--- src/rtl/ysyx_23060025_axi_arbiter.sv ---
// Two-master (IFU read-only, LSU read/write) to one-slave AXI-lite arbiter with one outstanding transaction.
// Optional ARB_TIMEOUT_EN: after TIMEOUT_CYCLES granted cycles the arbiter answers the master itself with resp 2'b11.
module ysyx_23060025_axi_arbiter #(
    parameter int DATA_LEN       = 32,
    parameter int ADDR_LEN       = 32,
    parameter int TIMEOUT_CYCLES = 255
) (
    input  logic                    clock,
    input  logic                    rstn,
    // IFU (master 0)
    input  logic [ADDR_LEN-1:0]     ifu_addr_r_addr_i,
    input  logic                    ifu_addr_r_valid_i,
    output logic                    ifu_addr_r_ready_o,
    output logic [DATA_LEN-1:0]     ifu_r_data_o,
    output logic [1:0]              ifu_r_resp_o,
    output logic                    ifu_r_valid_o,
    input  logic                    ifu_r_ready_i,
    // LSU (master 1)
    input  logic [ADDR_LEN-1:0]     lsu_addr_r_addr_i,
    input  logic                    lsu_addr_r_valid_i,
    input  logic [2:0]              lsu_addr_r_size_i,
    output logic                    lsu_addr_r_ready_o,
    output logic [DATA_LEN-1:0]     lsu_r_data_o,
    output logic [1:0]              lsu_r_resp_o,
    output logic                    lsu_r_valid_o,
    input  logic                    lsu_r_ready_i,
    input  logic [ADDR_LEN-1:0]     lsu_addr_w_addr_i,
    input  logic                    lsu_addr_w_valid_i,
    input  logic [2:0]              lsu_addr_w_size_i,
    output logic                    lsu_addr_w_ready_o,
    input  logic [DATA_LEN-1:0]     lsu_w_data_i,
    input  logic [DATA_LEN/8-1:0]   lsu_w_strb_i,
    input  logic                    lsu_w_valid_i,
    output logic                    lsu_w_ready_o,
    output logic [1:0]              lsu_bkwd_resp_o,
    output logic                    lsu_bkwd_valid_o,
    input  logic                    lsu_bkwd_ready_i,
    // Slave
    output logic [ADDR_LEN-1:0]     addr_r_addr_o,
    output logic                    addr_r_valid_o,
    output logic [2:0]              addr_r_size_o,
    input  logic                    addr_r_ready_i,
    input  logic [DATA_LEN-1:0]     r_data_i,
    input  logic [1:0]              r_resp_i,
    input  logic                    r_valid_i,
    output logic                    r_ready_o,
    output logic [ADDR_LEN-1:0]     addr_w_addr_o,
    output logic                    addr_w_valid_o,
    output logic [2:0]              addr_w_size_o,
    input  logic                    addr_w_ready_i,
    output logic [DATA_LEN-1:0]     w_data_o,
    output logic [DATA_LEN/8-1:0]   w_strb_o,
    output logic                    w_valid_o,
    input  logic                    w_ready_i,
    input  logic [1:0]              bkwd_resp_i,
    input  logic                    bkwd_valid_i,
    output logic                    bkwd_ready_o,
    // Debug view of the arbiter state
    output logic [1:0]              dbg_state_o
);

    typedef enum logic [1:0] {
        IDLE   = 2'd0,
        IFU_RD = 2'd1,
        LSU_RD = 2'd2,
        LSU_WR = 2'd3
    } state_e;

    state_e state_q, state_d;
    logic   timed_out;

`ifdef ARB_TIMEOUT_EN
    localparam int CW_RAW = $clog2(TIMEOUT_CYCLES + 1);
    localparam int CW     = (CW_RAW < 8) ? 8 : CW_RAW;

    logic [CW-1:0] cnt_q, cnt_d;

    assign timed_out = (state_q != IDLE) && (cnt_q == CW'(TIMEOUT_CYCLES));

    // Held at zero while idle so the first granted cycle counts as 0; saturates at the limit.
    always_comb begin
        cnt_d = cnt_q;
        if (state_q == IDLE) begin
            cnt_d = '0;
        end else if (!timed_out) begin
            cnt_d = cnt_q + CW'(1);
        end
    end

    always_ff @(posedge clock or negedge rstn) begin
        if (!rstn) begin
            cnt_q <= '0;
        end else begin
            cnt_q <= cnt_d;
        end
    end
`else
    // Without the timeout feature the arbiter waits on the slave forever.
    assign timed_out = (TIMEOUT_CYCLES < 0);
`endif

    // Handshakes: a beat transfers on a rising edge where both valid and ready are high; a granted
    // master's valid/ready pass straight through, so the slave and master see one shared handshake.
    always_comb begin
        state_d = state_q;
        unique case (state_q)
            IDLE: begin
                if (lsu_addr_r_valid_i) begin
                    state_d = LSU_RD;
                end else if (lsu_addr_w_valid_i) begin
                    state_d = LSU_WR;
                end else if (ifu_addr_r_valid_i) begin
                    state_d = IFU_RD;
                end
            end
            IFU_RD: if (ifu_r_ready_i && (r_valid_i || timed_out)) state_d = IDLE;
            LSU_RD: if (lsu_r_ready_i && (r_valid_i || timed_out)) state_d = IDLE;
            LSU_WR: if (lsu_bkwd_ready_i && (bkwd_valid_i || timed_out)) state_d = IDLE;
            default: state_d = IDLE;
        endcase
    end

    always_ff @(posedge clock or negedge rstn) begin
        if (!rstn) begin
            state_q <= IDLE;
        end else begin
            state_q <= state_d;
        end
    end

    assign dbg_state_o = state_q;

    always_comb begin
        ifu_addr_r_ready_o = 1'b0;
        ifu_r_data_o       = '0;
        ifu_r_resp_o       = 2'b00;
        ifu_r_valid_o      = 1'b0;
        lsu_addr_r_ready_o = 1'b0;
        lsu_r_data_o       = '0;
        lsu_r_resp_o       = 2'b00;
        lsu_r_valid_o      = 1'b0;
        lsu_addr_w_ready_o = 1'b0;
        lsu_w_ready_o      = 1'b0;
        lsu_bkwd_resp_o    = 2'b00;
        lsu_bkwd_valid_o   = 1'b0;
        addr_r_addr_o      = '0;
        addr_r_valid_o     = 1'b0;
        addr_r_size_o      = 3'b000;
        r_ready_o          = 1'b0;
        addr_w_addr_o      = '0;
        addr_w_valid_o     = 1'b0;
        addr_w_size_o      = 3'b000;
        w_data_o           = '0;
        w_strb_o           = '0;
        w_valid_o          = 1'b0;
        bkwd_ready_o       = 1'b0;
        unique case (state_q)
            IDLE: ;
            IFU_RD: begin
                addr_r_addr_o = ifu_addr_r_addr_i;
                addr_r_size_o = 3'b010;
                if (timed_out) begin
                    ifu_r_resp_o  = 2'b11;
                    ifu_r_valid_o = 1'b1;
                end else begin
                    addr_r_valid_o     = ifu_addr_r_valid_i;
                    ifu_addr_r_ready_o = addr_r_ready_i;
                    ifu_r_data_o       = r_data_i;
                    ifu_r_resp_o       = r_resp_i;
                    ifu_r_valid_o      = r_valid_i;
                    r_ready_o          = ifu_r_ready_i;
                end
            end
            LSU_RD: begin
                addr_r_addr_o = lsu_addr_r_addr_i;
                addr_r_size_o = lsu_addr_r_size_i;
                if (timed_out) begin
                    lsu_r_resp_o  = 2'b11;
                    lsu_r_valid_o = 1'b1;
                end else begin
                    addr_r_valid_o     = lsu_addr_r_valid_i;
                    lsu_addr_r_ready_o = addr_r_ready_i;
                    lsu_r_data_o       = r_data_i;
                    lsu_r_resp_o       = r_resp_i;
                    lsu_r_valid_o      = r_valid_i;
                    r_ready_o          = lsu_r_ready_i;
                end
            end
            LSU_WR: begin
                addr_w_addr_o = lsu_addr_w_addr_i;
                addr_w_size_o = lsu_addr_w_size_i;
                w_data_o      = lsu_w_data_i;
                w_strb_o      = lsu_w_strb_i;
                if (timed_out) begin
                    lsu_bkwd_resp_o  = 2'b11;
                    lsu_bkwd_valid_o = 1'b1;
                end else begin
                    addr_w_valid_o     = lsu_addr_w_valid_i;
                    lsu_addr_w_ready_o = addr_w_ready_i;
                    w_valid_o          = lsu_w_valid_i;
                    lsu_w_ready_o      = w_ready_i;
                    lsu_bkwd_resp_o    = bkwd_resp_i;
                    lsu_bkwd_valid_o   = bkwd_valid_i;
                    bkwd_ready_o       = lsu_bkwd_ready_i;
                end
            end
            default: ;
        endcase
    end

endmodule

--- config.mk ---
export PLATFORM = sky130hd
export DESIGN_NAME = ysyx_23060025_axi_arbiter
export DESIGN_NICKNAME = d
export VERILOG_FILES = /design/src/rtl/ysyx_23060025_axi_arbiter.sv
export SDC_FILE = /design/constraint.sdc
export NUM_CORES = 1
export LEC_CHECK = 0
export CORE_AREA = 2 2 149 151
export DETAILED_ROUTE_END_ITERATION = 16
export DIE_AREA = 0 0 151 153
export GPL_TIMING_DRIVEN = 0
export PLACE_DENSITY_LB_ADDON = 0.08
export SETUP_SLACK_MARGIN = 0.05
export SYNTH_ARGS = -nofsm -noshare
export SYNTH_HDL_FRONTEND = slang
export SYNTH_SLANG_ARGS = --single-unit
--- constraint.sdc ---
create_clock -name clock -period 3 [get_ports clock]
set_input_delay 0.75 -clock clock [delete_from_list [all_inputs] [get_ports clock]]
set_output_delay 0.75 -clock clock [all_outputs]
set_load 0.02 [all_outputs]
==> summary.txt, run 1 <==
Setup path
  – Crit path max fanout: 4
  – Slowest stage delay, CP: 0.61 ns
  – CP max-delay cell: clkdlybuf4s50_1
  – Crit path kind: input port to primary output
  – Worst-path cell chain: clkdlybuf4s50_1 > and2_1 > clkdlybuf4s50_1
  – CP Capture Type: primary output
  – Worst Setup SP: r_valid_i
  – Startpoint types: input port
  – CP most frequent cell: clkdlybuf4s50_1
  – Worst R2R Start: dbg_state_o[0]
  – WP data required: about 2.3 ns
  – WP data arrival: around 2.1 ns

Finish
  – Area of the multi-input gates: between 1500 and 2000 um^2
  – Register area: approximately 53 um^2
  – Non-filler instance count after layout: 930
  – Largest register FFs: 2
  – Area growth from synthesis to final layout: 234%
  – # diodes: 0
  – Layout Nets: about 850
  – Fraction of layout cells with a size suffix above 1: 0.0585
  – # fillers: ~2.3k

Yosys
  – Most frequent cells after synthesis: 153 x and2_1, 35 x nor2b_1, 34 x a22oi_1
  – Leading register cell type out of synthesis: dfrtp_1
  – Syn Nets: around 470
  – Seq/Total Area, Yosys: 0.0274
  – Synth unique cells: 18
  – Number of flops mapped to enable cells by yosys: 0
  – Synth top area share: 0.524
  – Asr flop ratio synth: 1.00
  – Count leader, synth: and2_1
  – Yosys warning total: 0
  – Top post-synthesis cells by area: and2_1 52%, a22oi_1 14%, nor2b_1 12%
  – Leading area contributor after synthesis: and2_1
  – Mapped Avg Cell Area: 6.77 um^2
  – Mapped Cells: 270
  – Mapped Area: around 1800 um^2
  – Synthesized flop and latch total: 2

Power
  – Seq pwr share: 0.019
  – Logic pwr share: 0.925
  – Clk network pwr share: 0.056
  – Total Power: roughly 3.5 mW
  – Sw Pwr: ~1.7 mW
  – Lkg Pwr: 2.71 nW
  – Switching share of power: 0.485
  – Int Power: 1.83 mW
  – Maximum vdd ir drop: around 0.00015 V
  – Power density cells: 582 nW/um^2

CTS
  – Post-CTS Setup Bufs: 0
  – Register clock-pin slew on the reported worst setup and hold paths: 0.03 ns
  – CTS H-tree lvls: 1
  – Maximum clock path buffer count: 2
  – CTS root buffer: clkbuf_16
  – CTS tree: yes
  – Total CTS buffers: 3
  – Clock latency on the worst-skew pair: between 0.2 and 0.25 ns
  – Clock sinks: 2

Floorplanning
  – Die Y: ~150 um
  – Initial core utilization: 0.0850
  – # IOs: approximately 380
  – Die ar.: 23100 um^2
  – Die Width: ~150 um
  – # rows: 54
  – Total core area: approximately 21000 um^2

Routing
  – DR iter-0 viols: 35
  – DRC viols: 0
  – Antenna Nets Post-Route: 0
  – Drt total wl: between 10000 and 15000 um
  – Pre-antenna DRT Iters: 4
  – Vias per cell: approximately 3.6
  – Routed vias: roughly 3.3k
  – Routed length per instance: about 15 um

Hold path
  – Hold Crit Class: input port to asynchronous set/reset pin

Timing
  – Setup-failing EPs final: 0
  – Total negative slack: 0 ns
  – Final hold viol count: 0
  – Slew margin rel.: 0.767
  – RSZ-0062 raised after global routing: false
  – F_max: roughly 350 MHz
  – Post-route minimum period: roughly 2.9 ns
  – Tightest Pin Transition: roughly 0.35 ns
  – Final period util: 0.959
  – Slew Limit Fails: 0
  – Clk_skew: slightly below 0.003 ns
  – Final WS setup: about 0.12 ns

Placement
  – Dpl ws: -0.0470 ns
  – Inst Count DP: 927
  – Routability cong.: between 0.7 and 0.8
  – Post-DP HPWL: around 12000 um
  – # port buffers: between 300 and 400

Outcome
  – Outcome: completed

Global route
  – Initial antenna violation count: 0
  – First-pass GRT wire length: ~19000 um
  – Vias in the first global route: 3449
  – Largest net degree at the start of global routing: 11
  – GRT Total Usage: 0.108
  – Congestion Overflow GR: 0

Job
  – Max-cap violation count: 0
==> what timing repair did <==
item                                    in CTS  in global routing
pin swaps                                    0                  0
hold buffers                                 0                  0
endpoints found under the setup margin     171                 82
resized for setup                           58                 30
==> worst paths after layout <==
path / end / slack (ns) / cells after the start
worst min-delay path: dbg_state_o[0] / 0.69 / 1
min in group clock: dbg_state_o[1] / 0.70 / 2
worst max-delay path: ifu_r_valid_o / 0.12 / 3
worst max register to register: dbg_state_o[0] / 1.40 / 6
worst min register to register: dbg_state_o[1] / 0.69 / 2
max in group asynchronous: dbg_state_o[1] / 2.17 / 1
==> cells in the final DEF, fill, tap and decap left out <==
cell type and instances:
clkdlybuf4s50_1 323, and2_1 153, nor2b_1 35, a22oi_1 34
dlygate4sd2_1 34, dlymetal6s2s_1 20, buf_2 8, clkbuf_4 6
clkbuf_2 6, ha_1 5, buf_4 4, clkbuf_16 3
inv_2 2, clkbuf_1 2, a21boi_4 2, mux2i_1 2
ha_4 2, dfrtp_2 2, buf_6 1, a21oi_1 1
nand2b_1 1, nor4b_4 1, a21boi_0 1, nor4_4 1
o21ai_0 1
==> power groups by stage <==
stage	Combinational (mW)	Sequential, mW	Clock, mW
5_1_grt	3.55	0.0708	0.205
3_3_place_gp	3.40	0.0584	0
6_report	3.28	0.0669	0.198
4_1_cts	3.38	0.0607	0.203
3_5_place_dp	3.40	0.0594	0
2_1_floorplan	1.70	0.0676	0
==> final cells by class <==
type / instances / area share
Timing Repair Buffer: 377 / 0.620
Sequential cell: 2 / 0.00861
Clock buffer: 3 / 0.0123
Buffer: 27 / 0.0269
Multi-Input combinational cell: 239 / 0.274
Tap cell: 280 / 0.0574
Inverter: 2 / 0.00123
==> through the flow <==
step	instance area [um^2]	hold WS [ns]	util
global route	6100	0.708	0.284
detailed placement	5950	0.761	0.277
floorplan	1830	0.454	-
global placement	5950	0.751	0.277
finish	6100	0.695	0.284
CTS	6030	0.694	0.281
==> critical path: cells and delay by family <==
| family | cells | cell delay, ns |
|---|---|---|
| buf+inv | 2 | 1.22 |
| simple gates | 1 | 0.16 |
==> cells by family after synthesis <==
family          share of synthesized area
simple gates                        0.672
fa+ha+maj                          0.0479
compound gates                      0.170
flops                              0.0274
buf+inv                            0.0719
mux                                0.0110
==> metal layers <==
layer | part of all wire | global-route usage
met1 | 0.31 | 0.0938
met2 | 0.56 | 0.230
met3 | 0.11 | 0.0337
met4 | 0.010 | 0.0218
met5 | 0 | 0
No activity file was read; power rests on OpenSTA's default activity.
==> run 2: changes to the inputs <==
- HOLD_SLACK_MARGIN: default -> 0.1
==> results of run 2 <==
Final layout, timing and power as in run 1 (identical DEF).
==> RTL edit: new RTL, config.mk and constraints of run 2 <==
The parameter `ADDR_LEN` goes from 32 to 64.
--- a/src/rtl/ysyx_23060025_axi_arbiter.sv
+++ b/src/rtl/ysyx_23060025_axi_arbiter.sv
@@ -2,7 +2,7 @@
 // Optional ARB_TIMEOUT_EN: after TIMEOUT_CYCLES granted cycles the arbiter answers the master itself with resp 2'b11.
 module ysyx_23060025_axi_arbiter #(
     parameter int DATA_LEN       = 32,
-    parameter int ADDR_LEN       = 32,
+    parameter int ADDR_LEN       = 64,
     parameter int TIMEOUT_CYCLES = 255
 ) (
     input  logic                    clock,
Interface: changed (5 resized); port bits go from 378 to 538. No check against the original RTL was run, so the function may have changed too.
==> RTL edit against run 2 <==
Routed wire length rose by 69%. Synthesized area rose by 36%. Largest cell class unchanged. Sequential share of layout area fell by 0.24 points. Maximum frequency rose by 1.7%. Largest power group unchanged. Global-route usage rose by 7.9 points. Sequential cell count did not move. Final area rose by 34%. Setup slack improved by 0.048 ns. Critical path type is now reg -> out. Clock skew fell by 0.0021 ns. Total power rose by 37%. Critical endpoint is now lsu_r_data_o[16]. Final cell count rose by 29%. First-iteration DRC count rose to 2.8 times the old value.
==> RTL edit: results (changes against run 2) <==
The flow ran to the end, and the final reports show no timing, DRC or antenna violations. The tools report the number of antenna violations at the first check in global routing as 7 (+7). Reported net switching power: 2.51 mW (+46%). By area the synthesized netlist is led by sky130_fd_sc_hd__and2_1 47%, sky130_fd_sc_hd__a22oi_1 20%, sky130_fd_sc_hd__nor2b_1 17%. The number of cells on the worst reg-to-reg path was 5 (-1).

The number of vias per cell after detailed routing is 3.86 (+7.4%), and the mean post-synth cell area is 6.53 um2 (-3.4%). After synthesis, the most frequently instantiated cells are 185 x sky130_fd_sc_hd__and2_1, 67 x sky130_fd_sc_hd__nor2b_1, 66 x sky130_fd_sc_hd__a22oi_1. First-pass detailed-route iteration total: 4 (unchanged). The peak supply drop was 0.322 mV (+120%). The number of nets in the layout is 1213 (+43%), and the post-detailed-routing wire length is 23100 um (+69%). The logs give 2.08 ns (-0.05 ns) for the data arrival time of the critical path and 4840 (+40%) for the via count of the first global-routing pass. The share of the synthesized area in the top cell type came out at 46.6% (-5.8 points). The run gives 3.72 nW (+37%) as the leakage power of the design. The fraction of layout instances using a drive strength above 1 was 8.37% (+2.5 points). The number of DRC markers in iteration 0 was 99 (+180%); the worst-margin pin slew was 0.353 ns (+0.00409 ns). The clock latency on the worst-skew pair is 0.22 ns (about the same), and the half-perimeter wire length of the detailed placement result is 20600 um (+70%).

The kind of path behind the tightest hold check is reg -> reg. The overall routing resource usage was 18.7% (+7.9 points); the number of different library cells in the post-synthesis netlist was 15 (-3). The share of the yosys chip area belonging to registers is 2.02% (-0.72 points). For the global-route wire length before repair, the log shows 32000 um (+67%). For the total via count in the routed design, the log shows 4653 (+39%).

The count of port buffers added during placement is 537 (+42%).
RTL edit: cell count changes after synthesis, sizes merged:
cell	run 2	this run
a22oi	34	66
and2	153	185
nor2b	35	67
buf	11	25
RTL edit: cells by family (layout without fill, tap and decap cells):
family,after synthesis,count (layout),synth area share (%)
adder cells (fa/ha/maj),7,7,3.53
AND/OR/NAND/NOR,255,255,64.6
buffers and inverters,43,583,7.76
multiplexers,2,2,0.806
flip-flops,2,2,2.02
AO/OA/AOI/OAI,71,71,21.3
other,0,4,0
RTL edit: power by group through the flow:
stage | combinational [mW] | clock [mW] | sequential, mW
after floorplan | 2.44 | 0 | 0.0676
after CTS | 4.70 | 0.205 | 0.0588
final | 4.59 | 0.200 | 0.0600
after detailed placement | 4.88 | 0 | 0.0592
after global routing | 4.95 | 0.206 | 0.0626
after global placement | 4.95 | 0 | 0.0591
RTL edit: area by class of cell:
type                       instances  share of cell area (%)
tap                              280                    4.27
sequential                         2                   0.626
clock buffer                       3                   0.916
inverter                           2                  0.0916
multi-input combinational        335                    27.4
antenna                            4                   0.122
buffer                            41                    2.98
timing repair buffer             537                    63.6
RTL edit: timing repair:
action                                  in CTS  in global routing
gates resized for setup                    145                 74
buffers inserted                             0                  0
hold buffers                                 0                  0
endpoints found under the setup margin     231                120
RTL edit: final timing paths:
check                                   end            from  slack, ns
setup reg to reg             dbg_state_o[1]  dbg_state_o[0]       1.39
hold reg to reg              dbg_state_o[1]  dbg_state_o[1]       0.69
setup / recovery           lsu_r_data_o[16]  dbg_state_o[0]       0.17
hold / removal               dbg_state_o[1]  dbg_state_o[1]       0.69
min in group asynchronous    dbg_state_o[0]            rstn       0.70
max in group asynchronous    dbg_state_o[0]            rstn       2.16
RTL edit: per-layer routing:
layer,global-route usage [%],wire [um]
met1,16.5,7330
met2,38.8,13100
met3,7.13,2390
met4,3.52,195
met5,0,23
RTL edit: metrics by stage:
| stage | util (%) | setup TNS (ns) | worst slack, ns | hold WS, ns | cell area [um2] |
|---|---|---|---|---|---|
| 2_1_floorplan | - | 0 | 0.486 | 0.454 | 2480 |
| 3_3_place_gp | 38.2 | -11.88 | -0.336 | 0.747 | 8210 |
| 4_1_cts | 38.3 | 0 | 0.0485 | 0.694 | 8220 |
| 3_5_place_dp | 38.2 | -9.67 | -0.303 | 0.753 | 8210 |
| 5_1_grt | 38.1 | 0 | 0.0501 | 0.713 | 8200 |
| 6_report | 38.2 | 0 | 0.171 | 0.688 | 8200 |
RTL edit: critical path, cell delays in order, from the launching register on:
cell,delay (ns)
sky130_fd_sc_hd__dfrtp_2,0.43
sky130_fd_sc_hd__inv_1,0.16
sky130_fd_sc_hd__ha_2,0.25
sky130_fd_sc_hd__clkbuf_2,0.22
sky130_fd_sc_hd__and2_1,0.15
sky130_fd_sc_hd__clkdlybuf4s50_1,0.64
